`src/rtl/oam_dma_ctrl.sv`:
```
// oam_dma_ctrl: arbitrates the CPU memory bus between the CPU core and an
// OAM DMA engine. A CPU write to DMA_REG_ADDR stalls the CPU and copies the
// 256 bytes of page {data, 8'h00} to OAM_DATA_ADDR, then hands the bus back.
//
// Bus handshake: there is no back-pressure on this bus. A strobe
// (mem_read_en / mem_write_en) is valid for exactly the cycle it is high.
// Read data is valid READ_LAT cycles after the read-strobe cycle, and the
// engine samples it in that cycle. cpu_stall is the only "not ready" signal
// toward the CPU; while it is high the CPU holds state and its bus requests
// are ignored.
module oam_dma_ctrl #(
  parameter logic [15:0] DMA_REG_ADDR  = 16'h4014,
  parameter logic [15:0] OAM_DATA_ADDR = 16'h2004,
  parameter int          READ_LAT      = 2
) (
  input  logic        clk,
  input  logic        rst,
  input  logic [15:0] cpu_addr,
  input  logic [7:0]  cpu_data_out,
  input  logic        cpu_write_en,
  input  logic        cpu_read_en,
  output logic        cpu_stall,
  output logic [15:0] mem_addr,
  output logic [7:0]  mem_data_out,
  output logic        mem_write_en,
  output logic        mem_read_en,
  input  logic [7:0]  mem_data_in,
  output logic        dma_busy,
  output logic        dma_done,
  output logic [2:0]  fsm_state
);

  typedef enum logic [2:0] {
    S_IDLE  = 3'd0,
    S_ALIGN = 3'd1,
    S_RD    = 3'd2,
    S_WAIT  = 3'd3,
    S_WR    = 3'd4,
    S_DONE  = 3'd5
  } state_t;

  // Countdown loaded in RD so WAIT lasts exactly READ_LAT cycles.
  localparam logic [2:0] WAIT_LOAD = 3'(READ_LAT - 1);

  state_t      state, state_n;
  logic [7:0]  page, page_n;
  logic [7:0]  idx, idx_n;
  logic [2:0]  wait_cnt, wait_n;
  logic [7:0]  latch, latch_n;

  // Registered DMA-side bus; only visible on mem_* outside IDLE.
  logic [15:0] dma_addr, dma_addr_n;
  logic [7:0]  dma_data, dma_data_n;
  logic        dma_we, dma_we_n;
  logic        dma_re, dma_re_n;

  logic        trigger;

  assign trigger   = cpu_write_en && (cpu_addr == DMA_REG_ADDR);
  assign fsm_state = state;

  // State register.
  always_ff @(posedge clk or negedge rst) begin
    if (!rst) state <= S_IDLE;
    else      state <= state_n;
  end

  // Next-state logic; retriggers outside IDLE are simply not looked at.
  always_comb begin
    state_n = state;
    case (state)
      S_IDLE:  if (trigger) state_n = S_ALIGN;
      S_ALIGN: state_n = S_RD;
      S_RD:    state_n = S_WAIT;
      S_WAIT:  if (wait_cnt == 3'd0) state_n = S_WR;
      S_WR:    state_n = (idx == 8'hFF) ? S_DONE : S_RD;
      S_DONE:  state_n = S_IDLE;
      default: state_n = S_IDLE;
    endcase
  end

  // Next values of the transfer registers (page, index, wait counter, data latch).
  always_comb begin
    page_n  = page;
    idx_n   = idx;
    wait_n  = wait_cnt;
    latch_n = latch;
    case (state)
      S_IDLE: begin
        if (trigger) begin
          page_n = cpu_data_out;
          idx_n  = 8'h00;
        end
      end
      S_RD:   wait_n = WAIT_LOAD;
      S_WAIT: begin
        if (wait_cnt == 3'd0) latch_n = mem_data_in;
        else                  wait_n  = wait_cnt - 3'd1;
      end
      // idx is only 8 bits, so the source never carries into the page byte.
      S_WR:   if (idx != 8'hFF) idx_n = idx + 8'd1;
      default: ;
    endcase
  end

  // DMA bus values for the state being entered, so they are registered
  // and appear on the bus in that state's cycle.
  always_comb begin
    dma_addr_n = 16'h0000;
    dma_data_n = 8'h00;
    dma_we_n   = 1'b0;
    dma_re_n   = 1'b0;
    case (state_n)
      S_RD: begin
        dma_addr_n = {page_n, idx_n};
        dma_re_n   = 1'b1;
      end
      S_WR: begin
        dma_addr_n = OAM_DATA_ADDR;
        dma_data_n = latch_n;
        dma_we_n   = 1'b1;
      end
      default: ;
    endcase
  end

  // Transfer registers and registered DMA bus; reset abandons any transfer.
  always_ff @(posedge clk or negedge rst) begin
    if (!rst) begin
      page     <= 8'h00;
      idx      <= 8'h00;
      wait_cnt <= 3'd0;
      latch    <= 8'h00;
      dma_addr <= 16'h0000;
      dma_data <= 8'h00;
      dma_we   <= 1'b0;
      dma_re   <= 1'b0;
    end else begin
      page     <= page_n;
      idx      <= idx_n;
      wait_cnt <= wait_n;
      latch    <= latch_n;
      dma_addr <= dma_addr_n;
      dma_data <= dma_data_n;
      dma_we   <= dma_we_n;
      dma_re   <= dma_re_n;
    end
  end

  // Output logic: CPU passes straight through in IDLE, DMA owns the bus otherwise.
  always_comb begin
    cpu_stall    = (state != S_IDLE);
    dma_busy     = (state != S_IDLE) && (state != S_DONE);
    dma_done     = (state == S_DONE);
    mem_addr     = dma_addr;
    mem_data_out = dma_data;
    mem_write_en = dma_we;
    mem_read_en  = dma_re;
    if (state == S_IDLE) begin
      mem_addr     = cpu_addr;
      mem_data_out = cpu_data_out;
      mem_write_en = cpu_write_en;
      mem_read_en  = cpu_read_en;
    end
  end

endmodule

```
`config.mk`:
```
export PLATFORM = sky130hd
export DESIGN_NAME = oam_dma_ctrl
export DESIGN_NICKNAME = d
export VERILOG_FILES = /design/src/rtl/oam_dma_ctrl.sv
export SDC_FILE = /design/constraint.sdc
export NUM_CORES = 1
export LEC_CHECK = 0
export BUFFER_PORTS_ARGS = -buffer_cell sky130_fd_sc_hd__buf_2
export CORE_MARGIN = 4
export CORE_UTILIZATION = 45
export CTS_CLUSTER_DIAMETER = 120
export CTS_CLUSTER_SIZE = 16
export DETAILED_ROUTE_END_ITERATION = 7
export PLACE_DENSITY_LB_ADDON = 0.08
export SLEW_MARGIN = 25
export SYNTH_ARGS = -nofsm -noshare
export SYNTH_HDL_FRONTEND = slang
export SYNTH_SLANG_ARGS = --single-unit
```
`constraint.sdc`:
```
create_clock -name clk -period 5 [get_ports clk]
set_input_delay 0 -clock clk [delete_from_list [all_inputs] [get_ports clk]]
set_output_delay 0 -clock clk [all_outputs]
set_load 0.05 [all_outputs]
```
# Yosys cells after proc, flatten, opt, wreduce, memory -nomap -nowiden
# Index checks and enable logic that the tools add are counted.
dict set report totals {
  input_bits 36
  latch_bits 0
  romBits 0
  register_bits 56
  mem_count 0
  wordCells 51
  ramBits 0
  output_inout_bits 32
}
dict set report op_classes {
  mux 21
  n_reduce_logical 7
  n_bitwise 0
  div_mod_pow 0
  shift 0
  add_sub_neg 2
  magnitude_cmp 0
  eq_ne 12
  mul 0
}
# operator n
set op_table {}
lappend op_table {{$mux 8} 8}
lappend op_table {{$pmux 16 s2} 1}
lappend op_table {{$eq 16x15->1 const B} 1}
lappend op_table {{$mux 16} 1}
lappend op_table {{$pmux 8 s2} 1}
lappend op_table {{$pmux 3 s5} 1}
lappend op_table {{$mux 3} 4}
lappend op_table {{$eq 3x2->1 const B} 3}
lappend op_table {{$eq 3x3->1 const B} 3}
lappend op_table {{$add 8x1->8 const B} 1}
lappend op_table {{$eq 8x8->1 const B} 1}
lappend op_table {{$ne 8x8->1 const B} 1}
lappend op_table {{$logic_not 3->1} 2}
lappend op_table {{$pmux 3 s2} 1}
lappend op_table {{$mux 1} 4}
lappend op_table {{$eq 3x1->1 const B} 1}
lappend op_table {{$ne 3x3->1 const B} 1}
lappend op_table {{$reduce_bool 3->1} 1}
lappend op_table {{$sub 3x1->3 const B} 1}
lappend op_table {{$logic_and 1x1->1} 2}
lappend op_table {{$ne 2x2->1 const B} 1}
lappend op_table {{$reduce_and 2->1} 1}
lappend op_table {{$reduce_bool 2->1} 1}

# Logic depth before layout (Yosys ltp)
dict set report logic_depth {
  ltp_word 6
  depth_mapped 7
  ltp_nobuf 6
}

# Least setup slack after synthesis
# No wires, ideal clock.
dict set report synth_timing {
  kind {reg2out}
  from {reg state[0], in the netlist fsm_state[0]}
  to {out dma_busy}
  path_buffers 1
  setup_slack_ps 2800
  arrival_time_ps 2200
  stages_incl_launch_ff 5
  required_ps 5000
  path_cell_list {dfrtp_1 clkbuf_1 nand2_1 nor2_1 nor2_1}
}
dict set report synth_via {
  elab_chain_len 2
  elab_cells_between_ends 3
  cone_classes {eq/ne: 1; reduce/logical: 2}
}
# item line
set synth_lines {}
lappend synth_lines {{start: declaration} 45} ;# state_t state, state_n;
lappend synth_lines {{start signal: assignment} 65} ;# else state <= state_n;
lappend synth_lines {{$ne 3x3->1 / $reduce_bool 3->1 (equally long branches)} 153} ;# dma_busy = (state != S_IDLE) && (state != S_DONE);
lappend synth_lines {{$logic_and 1x1->1 *} 153}
lappend synth_lines {{end: declaration} 28} ;# output logic dma_busy,
# Every way passes the cells marked *; elsewhere a longest branch is shown, timed or not.

# Worst setup path in the final report
dict set report layout_timing {
  from {reg state[0], in the netlist fsm_state[0]}
  to {reg page[7]}
}
dict set report layout_via {
  elab_chain_len 2
}
# item line
set layout_lines {}
lappend layout_lines {{$logic_not 3->1} 88} ;# case (state)
lappend layout_lines {{$mux 8} 88}
lappend layout_lines {{named net page_n[7]} 46} ;# logic [7:0] page, page_n;
lappend layout_lines {{end signal: assignment} 139} ;# page <= page_n;
lappend layout_lines {{end: declaration} 46}
# The timed path passes the listed nets, and every way through them passes these cells.
# A chain may end at the register's enable or synchronous reset.

==> impl_metrics.ini <==
[worst_setup_path]
reg2regPathDepth = 5
path_delay_family = simple AND/OR/NAND/NOR gates
crit_buf_inv = 1
worst-path-stages = 5
cp-end-kind = flip-flop
crit_type = flip-flop to flip-flop
cpMaxStageDelayCell = nor3_4
critPathRequiredTime_ns = 5.19
crit_path_max_fanout = 27
critPathArrivalTime_ns = 2.76
crit_chain = or2_4 -> nor2_4 -> inv_2 -> nor3_4 -> mux2_2
start_kind = flip-flop
critical-path-max-stage-delay_ns = 0.81

[placed_design]
io_buffers = 67
globalplace.congestion = 0.8562
dpl.hpwl_um = 3710
dp_slack_ns = 2.384
dp.cells = 337

[clocking]
clock_latency_ns = 0.30
cts_setup_buffers = 0
clkTransAtPathRegs_ns = 0.09
cts_tree = done
cts_sinks = 48
cts.path.max_buffers = 2
cts_made_buffers = 5
cts_root_buffer = clkbuf_8
htree_levels = 2

[finish]
layoutNonFillerInstCount = 362
antenna_cells = 0
final_common_cell = buf_2
final_cell_mix = buf_2 (66), dfrtp_1 (48), mux2_2 (29), dlygate4sd3_1 (17), nand2_1 (16)
post_route_cells_drive_above_1_share = 0.3870
finalCoreUtilization = 0.5940
area_growth_pct = 26.56
nNetsFinal = 330

[timing]
finalHoldViolations = 0
fmax_mhz = 388.7
worst_slack_ns = 2.427
slew_headroom = 0.4075
fin_crit_sh = 0.5146
drv_slew = 0
fin_crit_ns = 2.573
fin_tns_setup_ns = 0
setup_violations = 0
clock_skew_ns = 0.009805
worst_pin_slew_ns = 0.8859
grt_setup_unrepaired = false

[global_routing]
grt_pass1_wl_um = 9073
grt_usage = 0.1808
grtUsageMet3 = 0.03991
grt_pass1_vias = 1889
use_met1 = 0.2551
top_usage_layer = met2
met2_usage = 0.2800
grt-ovfl-total = 0
grt_max_degree = 49
antenna_found_initial = 0

[pwr]
ir_drop_mv = 0.3896
finalPower_mw = 1.927
powerDensity_nw_per_um2 = 631.2
power.leakage_nw = 1.579

[synth]
synthArstFlopShare = 1.000
yosys_warnings = 0
syn_inst = 210
ys_seq_area_frac = 0.4979
ys_seq_elements = 48
synthDistinctLibCells = 50
syn_area_per_cell_um2 = 11.49
synth-edff-count = 0
synthFlopType = dfrtp_1
synth_nets = 249
syn-cell-area_um2 = 2412

[drt]
via_per_inst = 5.182
dr.pass1.iters = 4
drt-initial-drc-count = 73
wl_um = 5414
vias = 1876
avgRoutedWirePerCell_um = 14.96
ant_nets = 0
drcViolationCount = 0

[outcome]
status = complete, no violations

[floorplanning]
rows = 26
core_um2 = 5140
fp.dieArea_um2 = 6596
pin_count = 68
die_w_um = 81.22
die_y_um = 81.22
initial_utilization = 0.4693

[flow_run]
cap_violations = 0

[worst_hold_path]
hold_class = input port to asynchronous set/reset pin
[power breakdown]
part           switching [mW]  leakage, nW  internal (mW)
clock network           0.125       0.0552          0.148
logic                   0.734        0.907          0.338
registers              0.0968        0.617          0.485
total                   0.956         1.58          0.971
[cells by family (layout without fill, tap and decap cells)]
group,Yosys count,count (layout),share of synthesized area
multiplexers,37,37,0.1717
XOR/XNOR,2,2,0.007263
AO/OA/AOI/OAI,31,31,0.09233
AND/OR/NAND/NOR,71,71,0.1769
adder cells (fa/ha/maj),3,3,0.01556
flip-flops,48,48,0.4979
buffers and inverters,18,100,0.03838
[synthesized netlist by cell type (4+ instances only)]
cell type,instances,area share
nor3b_1,7,0.022
inv_1,6,0.0093
nor2_1,13,0.020
buf_2,5,0.010
nand4_1,4,0.010
o211ai_1,4,0.012
o21ai_0,4,0.0083
and3_1,4,0.010
mux2_1,6,0.028
nand2_1,16,0.025
mux2_2,29,0.14
and2_1,8,0.021
dfrtp_1,48,0.50
[area by class of cell]
type	instances	area (µm²)
multi-input combinational	144	1119
clock buffer	6	72.57
tap	70	87.58
fill	471	2087
clock inverter	2	35.03
timing repair buffer	84	508.0
inverter	8	30.03
sequential	48	1201
[registers in the layout, summed over array words and instances, names as in the netlist]
| signal | cells |
|---|---|
| dma_addr | 16 |
| dma_data | 8 |
| dma_re | 1 |
| dma_we | 1 |
| fsm_state | 3 |
| idx | 8 |
| page | 8 |
| wait_cnt | 3 |
[worst paths after layout]
check,slack [ns],start,to
max,2.43,fsm_state[0]$_DFF_PN0_,page[7]$_DFF_PN0_
min,0.24,rst,idx[1]$_DFF_PN0_
max reg2reg,2.43,fsm_state[0]$_DFF_PN0_,page[7]$_DFF_PN0_
min reg2reg,0.48,page[5]$_DFF_PN0_,dma_addr[13]$_DFF_PN0_
max in group asynchronous,4.33,rst,dma_addr[15]$_DFF_PN0_
min in group clk,0.25,cpu_addr[14],idx[0]$_DFF_PN0_
[routing by layer]
| layer | up-vias | share of wire |
|---|---|---|
| met4 | 0 | 0.012 |
| met2 | 64 | 0.44 |
| met1 | 898 | 0.49 |
| li1 | 908 | - |
| met5 | - | 0 |
| met3 | 6 | 0.059 |
[metrics by stage]
stage          hold slack [ns]  area (µm²)
2_1_floorplan          -0.2956        2412
3_3_place_gp            0.2060        2773
3_5_place_dp           0.05504        2775
4_1_cts                 0.2500        3053
5_1_grt                 0.3088        3053
6_report                0.2437        3053
[worst reg2reg max path: stages, from the launching register on]
cell and delay [ns]:
dfrtp_1 0.54, or2_4 0.35, nor2_4 0.12, inv_2 0.23, nor3_4 0.82, mux2_2 0.41
[what timing repair did]
action / CTS / global route
endpoints found under the setup margin: 0 / 0
hold buffers: 17 / 0
gates resized for setup: 0 / 0
hold endpoints to repair: 64 / 0
(Power assumes the default switching activity.)
